==> src/rtl/full_adder_bist.sv <==
`default_nettype none
// ============================================================================
//  Module      : full_adder_bist
//  Description : Built-in self-test checker for a 1-bit full adder. Drives all
//                eight {A,B,Y} vectors into the adder under test, waits
//                SETTLE_CYCLES cycles per vector, then compares the adder's
//                carry/sum against majority/xor and reports pass/fail status.
//  Ports       : clk, rst          - clock, synchronous active-high reset
//                start             - level; launches a run from IDLE or DONE
//                dut_c, dut_s      - carry/sum returned by the adder
//                A, B, Y           - registered operand/carry-in drive
//                busy, done        - run in progress / run finished
//                pass, fail        - DONE-qualified verdict
//                err_count         - mismatching vectors in current/last run
//                first_fail        - {A,B,Y} of the first mismatching vector
//  Revision    : 1.0 - initial release
// ============================================================================
module full_adder_bist #(
    parameter int unsigned SETTLE_CYCLES = 4
) (
    input  logic       clk,
    input  logic       rst,
    input  logic       start,
    input  logic       dut_c,
    input  logic       dut_s,
    output logic       A,
    output logic       B,
    output logic       Y,
    output logic       busy,
    output logic       done,
    output logic       pass,
    output logic       fail,
    output logic [3:0] err_count,
    output logic [2:0] first_fail
);

    typedef enum logic [1:0] {
        ST_IDLE   = 2'd0,
        ST_DRIVE  = 2'd1,
        ST_SAMPLE = 2'd2,
        ST_DONE   = 2'd3
    } state_t;

    localparam logic [3:0] CNT_LAST = 4'(SETTLE_CYCLES - 1);

    state_t     state_q, state_d;
    logic [2:0] vec_q,   vec_d;
    logic [3:0] cnt_q,   cnt_d;
    logic [3:0] err_q,   err_d;
    logic [2:0] ff_q,    ff_d;
    logic [2:0] aby_q,   aby_d;

    logic       exp_c;
    logic       exp_s;
    logic       mismatch;

    // In SAMPLE the operand register still holds vec, so the reference is
    // computed from what the adder is actually seeing.
    assign exp_c    = (aby_q[2] & aby_q[1]) | (aby_q[2] & aby_q[0]) | (aby_q[1] & aby_q[0]);
    assign exp_s    = aby_q[2] ^ aby_q[1] ^ aby_q[0];
    assign mismatch = (dut_c != exp_c) || (dut_s != exp_s);

    always_ff @(posedge clk) begin
        if (rst) begin
            state_q <= ST_IDLE;
            vec_q   <= 3'd0;
            cnt_q   <= 4'd0;
            err_q   <= 4'd0;
            ff_q    <= 3'd0;
            aby_q   <= 3'd0;
        end else begin
            state_q <= state_d;
            vec_q   <= vec_d;
            cnt_q   <= cnt_d;
            err_q   <= err_d;
            ff_q    <= ff_d;
            aby_q   <= aby_d;
        end
    end

    always_comb begin
        state_d = state_q;
        vec_d   = vec_q;
        cnt_d   = cnt_q;
        err_d   = err_q;
        ff_d    = ff_q;
        aby_d   = aby_q;

        case (state_q)
            ST_IDLE, ST_DONE: begin
                if (start) begin
                    err_d   = 4'd0;
                    ff_d    = 3'd0;
                    vec_d   = 3'd0;
                    cnt_d   = 4'd0;
                    aby_d   = 3'd0;
                    state_d = ST_DRIVE;
                end
            end
            ST_DRIVE: begin
                aby_d = vec_q;
                if (cnt_q == CNT_LAST) begin
                    cnt_d   = 4'd0;
                    state_d = ST_SAMPLE;
                end else begin
                    cnt_d = cnt_q + 4'd1;
                end
            end
            ST_SAMPLE: begin
                if (mismatch) begin
                    err_d = err_q + 4'd1;
                    // err_q is still zero only for the first mismatch of the run
                    if (err_q == 4'd0) begin
                        ff_d = vec_q;
                    end
                end
                if (vec_q == 3'd7) begin
                    aby_d   = 3'd0;
                    state_d = ST_DONE;
                end else begin
                    // Next vector is launched on the same edge that re-enters
                    // DRIVE, giving the adder the full settle window.
                    vec_d   = vec_q + 3'd1;
                    aby_d   = vec_q + 3'd1;
                    cnt_d   = 4'd0;
                    state_d = ST_DRIVE;
                end
            end
            default: begin
                state_d = ST_IDLE;
            end
        endcase
    end

    assign A          = aby_q[2];
    assign B          = aby_q[1];
    assign Y          = aby_q[0];
    assign busy       = (state_q == ST_DRIVE) || (state_q == ST_SAMPLE);
    assign done       = (state_q == ST_DONE);
    assign pass       = done && (err_q == 4'd0);
    assign fail       = done && (err_q != 4'd0);
    assign err_count  = err_q;
    assign first_fail = ff_q;

endmodule
`default_nettype wire

==> config.mk <==
export PLATFORM = sky130hd
export DESIGN_NAME = full_adder_bist
export DESIGN_NICKNAME = d
export VERILOG_FILES = /design/src/rtl/full_adder_bist.sv
export SDC_FILE = /design/constraint.sdc
export NUM_CORES = 1
export LEC_CHECK = 0
export CORE_ASPECT_RATIO = 1.75
export CORE_MARGIN = 2
export CORE_UTILIZATION = 46
export CTS_CLUSTER_SIZE = 8
export DETAILED_ROUTE_END_ITERATION = 10
export GPL_TIMING_DRIVEN = 1
export PLACE_DENSITY = 0.76
export RECOVER_POWER = 100
export SLEW_MARGIN = 20
export SYNTH_ARGS = -nofsm -noshare
export SYNTH_HDL_FRONTEND = slang
export SYNTH_SLANG_ARGS = --single-unit
==> constraint.sdc <==
create_clock -name clk -period 1.8 [get_ports clk]
set_input_delay 0.45 -clock clk [delete_from_list [all_inputs] [get_ports clk]]
set_output_delay 0.45 -clock clk [all_outputs]
set_load 0.01 [all_outputs]
==> impl_results.md, run 1 <==
- Leftover overflow at the end of global routing: 0
- Outcome: finished, violations left
- Register bit total from synthesis: 19
- Worst supply voltage drop on vdd: 760.4 uV
- Die Area: 0.002846 mm^2
- Final Power: 1001 uW
- Kind of start point of the critical path: flop
- Unique cell type count in the Yosys netlist: 32
- Kind of cell with the highest combined delay on the critical path: simple AND/OR/NAND/NOR gates
- Number of max-cap violations: 0
- Fraction of final layout cells with drive strength greater than 1: 24.31%
- Clock root cell: sky130_fd_sc_hd__clkbuf_8
- H-tree depth: 1
- Setup slack, reg-to-reg: -0.07 ns
- Worst Path Max Fanout: 3
- Number of diodes added for antenna fixing: 0
- Measured slew at the worst slew-check pin: 0.4376 ns
- Total number of vias: 1131
- Series of cell instances along the critical path: inv_2 -> fa_1 -> xnor2_2 -> or2_4 -> or4_4 -> nand3_2
- Launching point of the worst reg2reg path: aby_q[0]
- Clock share of power: 29.7%
- Initial DRC Count: 20
- Flop pwr share: 44.0%
- Final Setup Violations: 1
- Post-Synthesis Mean Instance Area: 7.898 um^2
- Number of instances in the synthesized netlist: 141
- Post-Layout Inst Area: 0.001568 mm^2
- Clock buffers created by TritonCTS: 3
- GP Congestion: 0.8542
- PD cells: 638.3 mW/mm^2
- Total met3 wirelength after detailed routing: 37 um
- Final routed wirelength across all metal layers: 2.836 mm
- Die Ht: 69.09 um
- Max incr delay on CP: 0.51 ns
- Initial antenna violation count: 0
- Post-synth EDFFs: 0
- Share of async-settable or async-resettable flops after synthesis: 0%
- Overall fraction of global-route tracks in use: 21.82%
- Detailed-router iteration count before antenna repair: 4
- Min cycle time layout: 1.871 ns
- Worst-case hold path end point: first_fail[2]
- Max Clock Skew: 0.003954 ns
- Count of antenna-violating nets left after detailed routing: 0
- Met1 Routed Length: 1.037 mm
- Depth of the worst hold-timing path: 2
- FF-to-FF End: err_count[1]
- Final hold violations: 0
- Highest Signal Layer: met4
- Per-cell routed wire length: 13.77 um
- # IOs: 19
- Filler instances: 196
- Wire length of the first global-routing pass: 4.422 mm
- Placed Area: 0.001461 mm^2
- Fraction of power spent switching nets: 28.79%
- Die boundary width: 41.19 um
- Core Area: 0.002302 mm^2
- Clock tree from TritonCTS: built
- Number of cell instances on the worst register-to-register path: 6
- Final Worst Setup Slack: -0.07124 ns
- Type of the setup path with the least slack: flop to flop
- Met2 WL: 1.716 mm
- Post-CTS clock slew at the launch and capture registers of the worst setup and hold paths: 0.07 ns
- Portion of the clock cycle consumed by the worst path in the final layout: 104.0%
- Clock latency of the later-clocked register in the worst-skew pair: 0.25 ns
- Number of buffers between clock root and the deepest sink: 2
- Normalized max-slew margin: 70.72%
- Maximum number of pins on one net before global-route repair: 13
- Vias in the first global route: 1072
- Netlist area before placement: 0.001114 mm^2
- Post-layout nets: 196
- Floorplan row count: 23
- Placed wire-length estimate after detailed placement: 2.205 mm
- Final-report max-slew violation count: 0
- Capturing element type of the critical path: flop
- Violations in the final reports: negative setup slack
- Sequential share of the synthesized area: 34.16%
- Synth-to-Final Area Change: 40.79%
- Net Sw Power: 288.1 uW
- HP Start: first_fail[2]
- Unrepaired setup endpoints after global routing: yes
- Final core occ: 68.10%
- Logic pwr share: 26.3%
- Total leakage power: 0.0006360 uW
- Post-synth top flop: sky130_fd_sc_hd__dfxtp_1
- Residual DRC: 0
- Slowest library cell on the worst path: sky130_fd_sc_hd__fa_1
- WP data arrival: 2.07 ns
- Crit path buffers/inverters: 1
- Routed via count divided by cell count: 5.490
- Internal power component: 712.6 uW
- Buffers on Ports: 18
- Sinks on Clock Net: 19
- Max Fclk: 0.5344 GHz
- Initial standard-cell utilization of the core: 48.37%
- Hold Crit Class: flop to flop
- Synth Net Count: 155
- CP required: 2.00 ns
- Count of synthesis-stage warnings from yosys: 0
==> cells in the mapped netlist, drive strengths merged, types with 3 or more instances <==
master	count	area share, %
ha	8	9.0
or4	4	2.7
a31oi	4	2.2
nor2	11	3.7
dfxtp	19	34
mux2i	4	3.6
a21oi	12	5.4
clkbuf	3	1.0
nand2b	3	1.9
and2	3	1.7
a22oi	4	2.7
nand3b	3	2.0
o21ai	8	3.6
nand3	5	2.2
inv	13	4.4
nand2	18	6.7
==> per-stage QoR <==
stage               worst slack (ns)  hold WS, ns  instances  TNS (ns)
finish                      -0.07124       0.4776        206  -0.07124
global route                 -0.1120       0.5039        206   -0.2029
CTS                         -0.08516       0.4771        204   -0.1560
detailed placement           -0.1874       0.4680        200    -1.351
global placement             -0.1450       0.4512        200    -1.083
floorplan                   0.004149       0.4488        141         0
==> cell families (layout without fill, tap and decap cells) <==
kind of cell             after synthesis  count (layout)  synth area share [%]
AO/OA/AOI/OAI                         32              32                 16.52
XOR/XNOR                               2               2                 1.573
adder cells (fa/ha/maj)                9               9                 10.79
buffers and inverters                 17              57                 5.842
flip-flops                            19              19                 34.16
multiplexers                           4               4                 3.596
AND/OR/NAND/NOR                       58              58                 27.53
==> area by class of cell <==
cell class	instances	area [um^2]	share of cell area (%)
Timing Repair Buffer	40	334.1	21.31
Inverter	13	48.80	3.113
Clock buffer	4	45.04	2.873
Sequential cell	19	386.6	24.66
Tap cell	25	31.28	1.995
Multi-Input combinational cell	105	721.9	46.05
==> sequential cells by signal, indices dropped and copies added, names as in the netlist <==
signal and count:
vec_q 3, cnt_q 4, first_fail 3, aby_q 3, err_count 4, state_q 2
==> worst register-to-register path, cell delays in order (launching register included) <==
cell and delay [ns]:
sky130_fd_sc_hd__dfxtp_2 0.34, sky130_fd_sc_hd__inv_2 0.04, sky130_fd_sc_hd__fa_1 0.51, sky130_fd_sc_hd__xnor2_2 0.18
sky130_fd_sc_hd__or2_4 0.25, sky130_fd_sc_hd__or4_4 0.42, sky130_fd_sc_hd__nand3_2 0.08
==> power by group through the flow <==
stage / Sequential [uW] / Clock (uW) / Combinational, uW
after floorplan: 450 / 0 / 138
after global placement: 449 / 0 / 235
after detailed placement: 449 / 0 / 240
after CTS: 439 / 300 / 242
after global routing: 442 / 316 / 290
final: 441 / 297 / 263
==> routing by layer <==
layer / vias to the layer above / track usage [%]
met3: 6 / 3.215
met2: 13 / 40.80
met4: 0 / 6.452
li1: 568 / -
met1: 544 / 21.86
met5: - / 0
==> worst max-delay path by stage <==
stage / from / endpoint / slack (ns) / cells after the start
3_5_place_dp: err_count[1] / pass / -0.19 / 5
5_1_grt: aby_q[0] / err_count[1] / -0.11 / 6
6_report: aby_q[0] / err_count[1] / -0.07 / 6
4_1_cts: aby_q[2] / err_count[1] / -0.09 / 6
2_1_floorplan: aby_q[2] / err_count[1] / 0.004 / 6
3_3_place_gp: err_count[1] / pass / -0.14 / 5
==> placed cells by master (no fill, tap or decap), types with 4 or more instances in the layout <==
| master | count |
|---|---|
| sky130_fd_sc_hd__nand2_1 | 17 |
| sky130_fd_sc_hd__dfxtp_1 | 14 |
| sky130_fd_sc_hd__nand3_1 | 4 |
| sky130_fd_sc_hd__dfxtp_2 | 5 |
| sky130_fd_sc_hd__nor2_1 | 11 |
| sky130_fd_sc_hd__o21ai_0 | 8 |
| sky130_fd_sc_hd__ha_1 | 7 |
| sky130_fd_sc_hd__a31oi_1 | 4 |
| sky130_fd_sc_hd__a21oi_1 | 12 |
| sky130_fd_sc_hd__clkdlybuf4s50_1 | 14 |
| sky130_fd_sc_hd__buf_4 | 20 |
| sky130_fd_sc_hd__a22oi_1 | 4 |
| sky130_fd_sc_hd__inv_1 | 11 |
==> repair_timing <==
item	in CTS	in global routing
hold buffers	0	0
resized for setup	9	17
setup buffers	0	2
endpoints found under the setup margin	9	13
pin swaps	0	2
Power figures use the tool's default switching activity.
==> inputs of run 2 (changes only) <==
--- a/config.mk
+++ b/config.mk
@@ -7,11 +7,12 @@
 export LEC_CHECK = 0
 export CORE_ASPECT_RATIO = 1.75
 export CORE_MARGIN = 2
-export CORE_UTILIZATION = 46
+export CORE_UTILIZATION = 49
+export CTS_BUF_LIST = sky130_fd_sc_hd__clkbuf_4 sky130_fd_sc_hd__clkbuf_8
 export CTS_CLUSTER_SIZE = 8
 export DETAILED_ROUTE_END_ITERATION = 10
 export GPL_TIMING_DRIVEN = 1
-export PLACE_DENSITY = 0.76
+export PLACE_DENSITY = 0.8
 export RECOVER_POWER = 100
 export SLEW_MARGIN = 20
 export SYNTH_ARGS = -nofsm -noshare
==> run 2 against run 1 <==
Clock power shrank 29%. Die area shrank 5.6%. The flow still finishes with violations (negative setup slack). Power fell by 7.2%. Hold slack improved by 0.010 ns. Largest power group unchanged. Sequential power about the same. Routed wire length increased by 1.9%. Via count rose by 2.7%. Clock-buffer cell count is 1 lower. Sequential share of layout area up 0.098 points.
==> impl_results.md, run 2 (synthesis results as in run 1) <==
- Outcome: finished, violations left
- Violations in the final reports: negative setup slack
- Final Power: 929.1 uW (-7.2%)
- Total number of vias: 1161 (+2.7%)
- Min cycle time layout: 1.887 ns (+0.01561 ns)
- Post-CTS clock slew at the launch and capture registers of the worst setup and hold paths: 0.10 ns (+0.03 ns)
- Final Worst Setup Slack: -0.08685 ns (-0.01561 ns)
- CP required: 2.05 ns (+0.05 ns)
- Die boundary width: 40.04 um (-2.8%)
- Placed wire-length estimate after detailed placement: 2.363 mm (+7.2%)
- Post-CTS setup-driven buffer insertion count: 0 (unchanged)
- Unrepaired setup endpoints after global routing: yes
- Critical Path End: err_count[1]
- Max Clock Skew: 0.001693 ns (-0.002261 ns)
- Clock latency of the later-clocked register in the worst-skew pair: 0.29 ns (+0.04 ns)
- Final-report max-slew violation count: 0 (unchanged)
- Initial standard-cell utilization of the core: 52.54% (+4.2 points)
- Worst setup path start: aby_q[0]
- Internal power component: 648.6 uW (-9.0%)
- Max Fclk: 0.5300 GHz (-0.83%)
- Final Setup Violations: 4 (+3)
- Maximum number of pins on one net before global-route repair: 13 (unchanged)
- Capturing element type of the critical path: flop
- Leading cell types in the layout, fill and taps excluded: 20 x sky130_fd_sc_hd__buf_4, 18 x sky130_fd_sc_hd__nand2_1, 15 x sky130_fd_sc_hd__dfxtp_1
- Flop pwr share: 47.4% (+3.4 points)
- Fraction of final layout cells with drive strength greater than 1: 25.14% (+0.83 points)
- Portion of the clock cycle consumed by the worst path in the final layout: 104.8% (+0.87 points)
- Die Area: 0.002685 mm^2 (-5.6%)
- Initial antenna violation count: 0 (unchanged)
- Number of buffers between clock root and the deepest sink: 2 (unchanged)
- Type of the setup path with the least slack: flop to flop
- Normalized max-slew margin: 75.58% (+4.9 points)
- Final routed wirelength across all metal layers: 2.891 mm (+1.9%)
- Clock buffers created by TritonCTS: 3 (unchanged)
- GP Congestion: 0.7983 (-6.5%)
- Number of max-cap violations: 0 (unchanged)
- Vias in the first global route: 1158 (+8.0%)
- Number of buffers inserted for hold repair after clock tree synthesis: 0 (unchanged)
- Fraction of power spent switching nets: 30.19% (+1.4 points)
- WP data arrival: 2.13 ns (+0.06 ns)
- FF-to-FF End: err_count[1]
- Residual DRC: 0 (unchanged)
- PD cells: 596.9 mW/mm^2 (-6.5%)
- Net Sw Power: 280.5 uW (-2.6%)
- Synth-to-Final Area Change: 39.78%
- Setup slack, reg-to-reg: -0.09 ns (-0.02 ns)
- # IOs: 19 (unchanged)
- Hold WS: 0.4879 ns (+0.01023 ns)
- Clock root cell: sky130_fd_sc_hd__clkbuf_4
- Final hold violations: 0 (unchanged)
- Die Ht: 67.07 um (-2.9%)
- Kind of start point of the critical path: flop
- Commonest non-fill, non-tap cell in the layout: sky130_fd_sc_hd__buf_4
- Placed Area: 0.001490 mm^2 (+2.0%)
- Overall fraction of global-route tracks in use: 25.16% (+3.3 points)
- Leftover overflow at the end of global routing: 0 (unchanged)
- Clock tree from TritonCTS: built
- Total leakage power: 0.0006682 uW (+5.1%)
- Final core occ: 73.44% (+5.3 points)
- Number of diodes added for antenna fixing: 0 (unchanged)
- Post-Layout Inst Area: 0.001556 mm^2 (-0.72%)
- Number of cell instances on the worst register-to-register path: 6 (unchanged)
- Logic pwr share: 29.8% (+3.5 points)
- Routed via count divided by cell count: 5.609 (+2.2%)
- Measured slew at the worst slew-check pin: 0.3649 ns (-0.07268 ns)
- Floorplan row count: 22 (-4.3%)
- Post-Route Setup TNS: -0.1963 ns (-0.1251 ns)
- H-tree depth: 1 (unchanged)
- Buffers on Ports: 18 (unchanged)
- Wire length of the first global-routing pass: 4.650 mm (+5.2%)
- Worst supply voltage drop on vdd: 479.1 uV (-37%)
- Worst Path Max Fanout: 3 (unchanged)
- Hold Crit Class: flop to flop
- Post-layout nets: 198 (+1.0%)
- Core Area: 0.002120 mm^2 (-7.9%)
- Per-cell routed wire length: 13.97 um (+1.4%)
- Clock share of power: 22.8% (-6.9 points)
- Launching point of the worst reg2reg path: aby_q[0]
- Sinks on Clock Net: 19 (unchanged)
- Initial DRC Count: 35 (+75%)
- Count of antenna-violating nets left after detailed routing: 0 (unchanged)
- Detailed-router iteration count before antenna repair: 4 (unchanged)
run 2: cell count changes in the layout (fill, tap and decap cells not counted), sizes merged:
cell / delta
clkbuf: +1
clkdlybuf4s50: -5
clkinv: +1
dlygate4sd3: +4
dlymetal6s2s: +1
run 2: timing repair:
| item | in CTS | in global routing |
|---|---|---|
| endpoints found under the setup margin | 10 | 11 |
| pin swaps | 0 | 6 |
| resized for setup | 14 | 16 |
run 2: power by group through the flow:
| stage | logic, uW | registers, uW | clock network, uW |
|---|---|---|---|
| after floorplan | 138 | 450 | 0 |
| after global placement | 258 | 447 | 0 |
| after detailed placement | 266 | 448 | 0 |
| after CTS | 273 | 440 | 215 |
| after global routing | 305 | 442 | 234 |
| final | 276 | 441 | 212 |
run 2: critical path, cell delays in order (launching register included):
cell and delay (ns):
sky130_fd_sc_hd__dfxtp_2 0.35, sky130_fd_sc_hd__inv_2 0.04, sky130_fd_sc_hd__fa_1 0.51, sky130_fd_sc_hd__xnor2_2 0.18, sky130_fd_sc_hd__or2_4 0.28, sky130_fd_sc_hd__or4_4 0.42, sky130_fd_sc_hd__nand3_2 0.07
run 2: how the worst min path moves through the flow:
stage                             start             to  slack, ns  depth (start not counted)
final                     first_fail[1]  first_fail[1]       0.49                          2
after global routing      first_fail[2]  first_fail[2]       0.50                          2
after CTS                 first_fail[2]  first_fail[2]       0.49                          2
after floorplan                cnt_q[1]       cnt_q[1]       0.45                          2
after global placement    first_fail[2]  first_fail[2]       0.46                          2
after detailed placement  first_fail[1]  first_fail[1]       0.47                          2
run 2: metrics by stage:
step | instances | worst slack (ns)
5_1_grt | 207 | -0.1494
4_1_cts | 207 | -0.09228
6_report | 207 | -0.08685
3_5_place_dp | 203 | -0.1723
2_1_floorplan | 141 | 0.004149
3_3_place_gp | 203 | -0.1076
run 2: final cells by class:
type	count	area, um^2
clock buffers	3	22.52
clock inverters	1	5.005
fillers	165	563.0
inverters	13	48.80
multi-input cells	105	720.7
flip-flops and latches	19	385.4
well taps	24	30.03
repair buffers	42	344.1
run 2: per-layer routing:
layer,share of wire (%),vias to the layer above,global-route usage (%),routed length (um)
met5,0,-,0,0
met4,1.8,0,11.64,53
met3,2.7,6,3.667,79
met2,60,24,49.40,1745
met1,35,557,21.99,1012
li1,-,574,-,-
==> inputs of run 3 (changes only) <==
--- a/config.mk
+++ b/config.mk
@@ -11,10 +11,10 @@
 export CTS_BUF_LIST = sky130_fd_sc_hd__clkbuf_4 sky130_fd_sc_hd__clkbuf_8
 export CTS_CLUSTER_SIZE = 8
 export DETAILED_ROUTE_END_ITERATION = 10
-export GPL_TIMING_DRIVEN = 1
+export GPL_TIMING_DRIVEN = 0
 export PLACE_DENSITY = 0.8
 export RECOVER_POWER = 100
-export SLEW_MARGIN = 20
+export SLEW_MARGIN = 25
 export SYNTH_ARGS = -nofsm -noshare
 export SYNTH_HDL_FRONTEND = slang
 export SYNTH_SLANG_ARGS = --single-unit
==> run 3 against run 2 <==
The run still ends with negative setup slack left. Critical path depth unchanged. Hold slack got worse by 0.020 ns. Routed wire length decreased by 3.9%. Via count decreased by 4.1%. Core utilization decreased by 3.7 points. Critical path type unchanged.
==> impl_results.md, run 3 (synthesis results as in run 1) <==
- H-tree depth: 1 (unchanged)
- Sinks on Clock Net: 19 (unchanged)
- Final-report max-slew violation count: 0 (unchanged)
- Post-CTS clock slew at the launch and capture registers of the worst setup and hold paths: 0.11 ns (about the same)
- Leftover overflow at the end of global routing: 0 (unchanged)
- Final core occ: 69.72% (-3.7 points)
- Leading cell types in the layout, fill and taps excluded: 17 x sky130_fd_sc_hd__nand2_1, 13 x sky130_fd_sc_hd__dfxtp_1, 11 x sky130_fd_sc_hd__a21oi_1, 11 x sky130_fd_sc_hd__nor2_1, 10 x sky130_fd_sc_hd__inv_1
- PD cells: 605.1 mW/mm^2 (+1.4%)
- Final hold violations: 0 (unchanged)
- Clock buffers created by TritonCTS: 3 (unchanged)
- Detailed-router iteration count before antenna repair: 4 (unchanged)
- Overall fraction of global-route tracks in use: 24.58% (-0.58 points)
- Dpl ws: -0.3484 ns (-0.1761 ns)
- Vias in the first global route: 1122 (-3.1%)
- Worst Path Max Fanout: 3 (unchanged)
- Max incr delay on CP: 0.51 ns (about the same)
- Die boundary width: 40.04 um (unchanged)
- Kind of start point of the critical path: flop
- Max Clock Skew: 0.002929 ns (+0.001236 ns)
- Final Worst Setup Slack: -0.1028 ns (-0.01593 ns)
- Unrepaired setup endpoints after global routing: yes
- Total leakage power: 0.0006292 uW (-5.8%)
- Min cycle time layout: 1.903 ns (+0.01593 ns)
- Normalized max-slew margin: 69.12% (-6.5 points)
- Violations in the final reports: negative setup slack
- Placed wire-length estimate after detailed placement: 1.992 mm (-16%)
- Portion of the clock cycle consumed by the worst path in the final layout: 105.7% (+0.88 points)
- Initial standard-cell utilization of the core: 52.54% (unchanged)
- Measured slew at the worst slew-check pin: 0.4631 ns (+0.09823 ns)
- Count of antenna-violating nets left after detailed routing: 0 (unchanged)
- Filler instances: 168 (+1.8%)
- Die Ht: 67.07 um (unchanged)
- Final routed wirelength across all metal layers: 2.777 mm (-3.9%)
- Routed via count divided by cell count: 5.679 (+1.2%)
- Max Fclk: 0.5255 GHz (-0.84%)
- Die Area: 0.002685 mm^2 (unchanged)
- Number of max-cap violations: 0 (unchanged)
- Wire length of the first global-routing pass: 4.685 mm (+0.75%)
- Type of the setup path with the least slack: flop to flop
- Commonest non-fill, non-tap cell in the layout: sky130_fd_sc_hd__nand2_1
- Capturing element type of the critical path: flop
- Post-layout nets: 187 (-5.6%)
- Initial antenna violation count: 0 (unchanged)
- Worst supply voltage drop on vdd: 492.0 uV (+2.7%)
- Hold WS: 0.4680 ns (-0.01982 ns)
- Slowest library cell on the worst path: sky130_fd_sc_hd__fa_1
- Per-cell routed wire length: 14.17 um (+1.4%)
- Worst-case hold path end point: first_fail[2]
- WP data arrival: 2.15 ns (+0.02 ns)
- HP Start: first_fail[2]
- Synth-to-Final Area Change: 32.70%
- Placed Area: 0.001316 mm^2 (-12%)
- CP required: 2.05 ns (about the same)
- Depth of the worst hold-timing path: 2 (unchanged)
- Number of buffers between clock root and the deepest sink: 2 (unchanged)
- Total number of vias: 1113 (-4.1%)
- Number of cell instances on the worst register-to-register path: 6 (unchanged)
- Residual DRC: 0 (unchanged)
- Clock root cell: sky130_fd_sc_hd__clkbuf_4
- Fraction of final layout cells with drive strength greater than 1: 20.93% (-4.2 points)
- Initial DRC Count: 37 (+5.7%)
- Clock tree from TritonCTS: built
- Series of cell instances along the critical path: inv_2 -> fa_1 -> xnor2_2 -> or2_1 -> or4_1 -> nand3_1
- Setup slack, reg-to-reg: -0.10 ns (-0.02 ns)
- Clock latency of the later-clocked register in the worst-skew pair: 0.30 ns (about the same)
- FF-to-FF End: err_count[1]
- Floorplan row count: 22 (unchanged)
- Maximum number of pins on one net before global-route repair: 12 (-1)
- # IOs: 19 (unchanged)
- Final Setup Violations: 6 (+2)
- Buffers on Ports: 17 (-1)
- Outcome: finished, violations left
- Post-Layout Inst Area: 0.001478 mm^2 (-5.1%)
- GP Congestion: 0.8313 (+4.1%)
- Core Area: 0.002120 mm^2 (unchanged)
- Number of diodes added for antenna fixing: 0 (unchanged)
- Launching point of the worst reg2reg path: aby_q[0]
- Hold Crit Class: flop to flop
==> run 3: what timing repair did <==
item                                   CTS  global route
pin swaps                                4             1
hold buffers                             0             0
endpoints found under the hold margin    0             0
gates resized for setup                 29            11
setup endpoints to repair               13            14
setup buffers                            7             3
==> run 3: worst max-delay path, delay by kind of cell, from the launching register on <==
family,cells,cell delay [ns]
AND/OR/NAND/NOR,3,0.79
buffers and inverters,1,0.04
adder cells (fa/ha/maj),1,0.51
flip-flops,1,0.35
XOR/XNOR,1,0.17
==> run 3: report_power, final <==
group          switching [uW]  total, uW  leakage (uW)  internal (uW)
registers                10.1        441      0.000157            431
clock network             136        219     0.0000177           83.1
logic                     133        234      0.000455            101
==> run 3: metrics by stage <==
step | instances | setup TNS, ns | total power (uW)
final | 196 | -0.2141 | 894.2
after global routing | 196 | -0.9183 | 937.5
after CTS | 193 | -0.2034 | 884.8
after detailed placement | 182 | -2.152 | 645.1
after global placement | 182 | -1.619 | 640.5
after floorplan | 141 | 0 | 587.9
==> run 3: cell type report <==
type / count / area [um^2] / area share (%)
repair buffers: 27 / 234.0 / 15.83
plain buffers: 4 / 27.53 / 1.863
clock buffers: 3 / 22.52 / 1.524
multi-input cells: 105 / 719.4 / 48.69
well taps: 24 / 30.03 / 2.032
clock inverters: 1 / 5.005 / 0.3387
inverters: 13 / 51.30 / 3.472
flip-flops and latches: 19 / 387.9 / 26.25
==> run 3: how the worst max path moves through the flow <==
stage,start,to,slack [ns]
CTS,aby_q[0],err_count[1],-0.11
global route,aby_q[0],err_count[1],-0.17
detailed placement,state_q[0],busy,-0.35
floorplan,aby_q[2],err_count[1],0.004
global placement,state_q[0],busy,-0.33
finish,aby_q[0],err_count[1],-0.10
==> run 3: routing by layer <==
layer  wire, um  GRT usage, %
met4         37         9.483
met5          0             0
met3         75         2.000
met1       1021         27.18
met2       1642         44.56
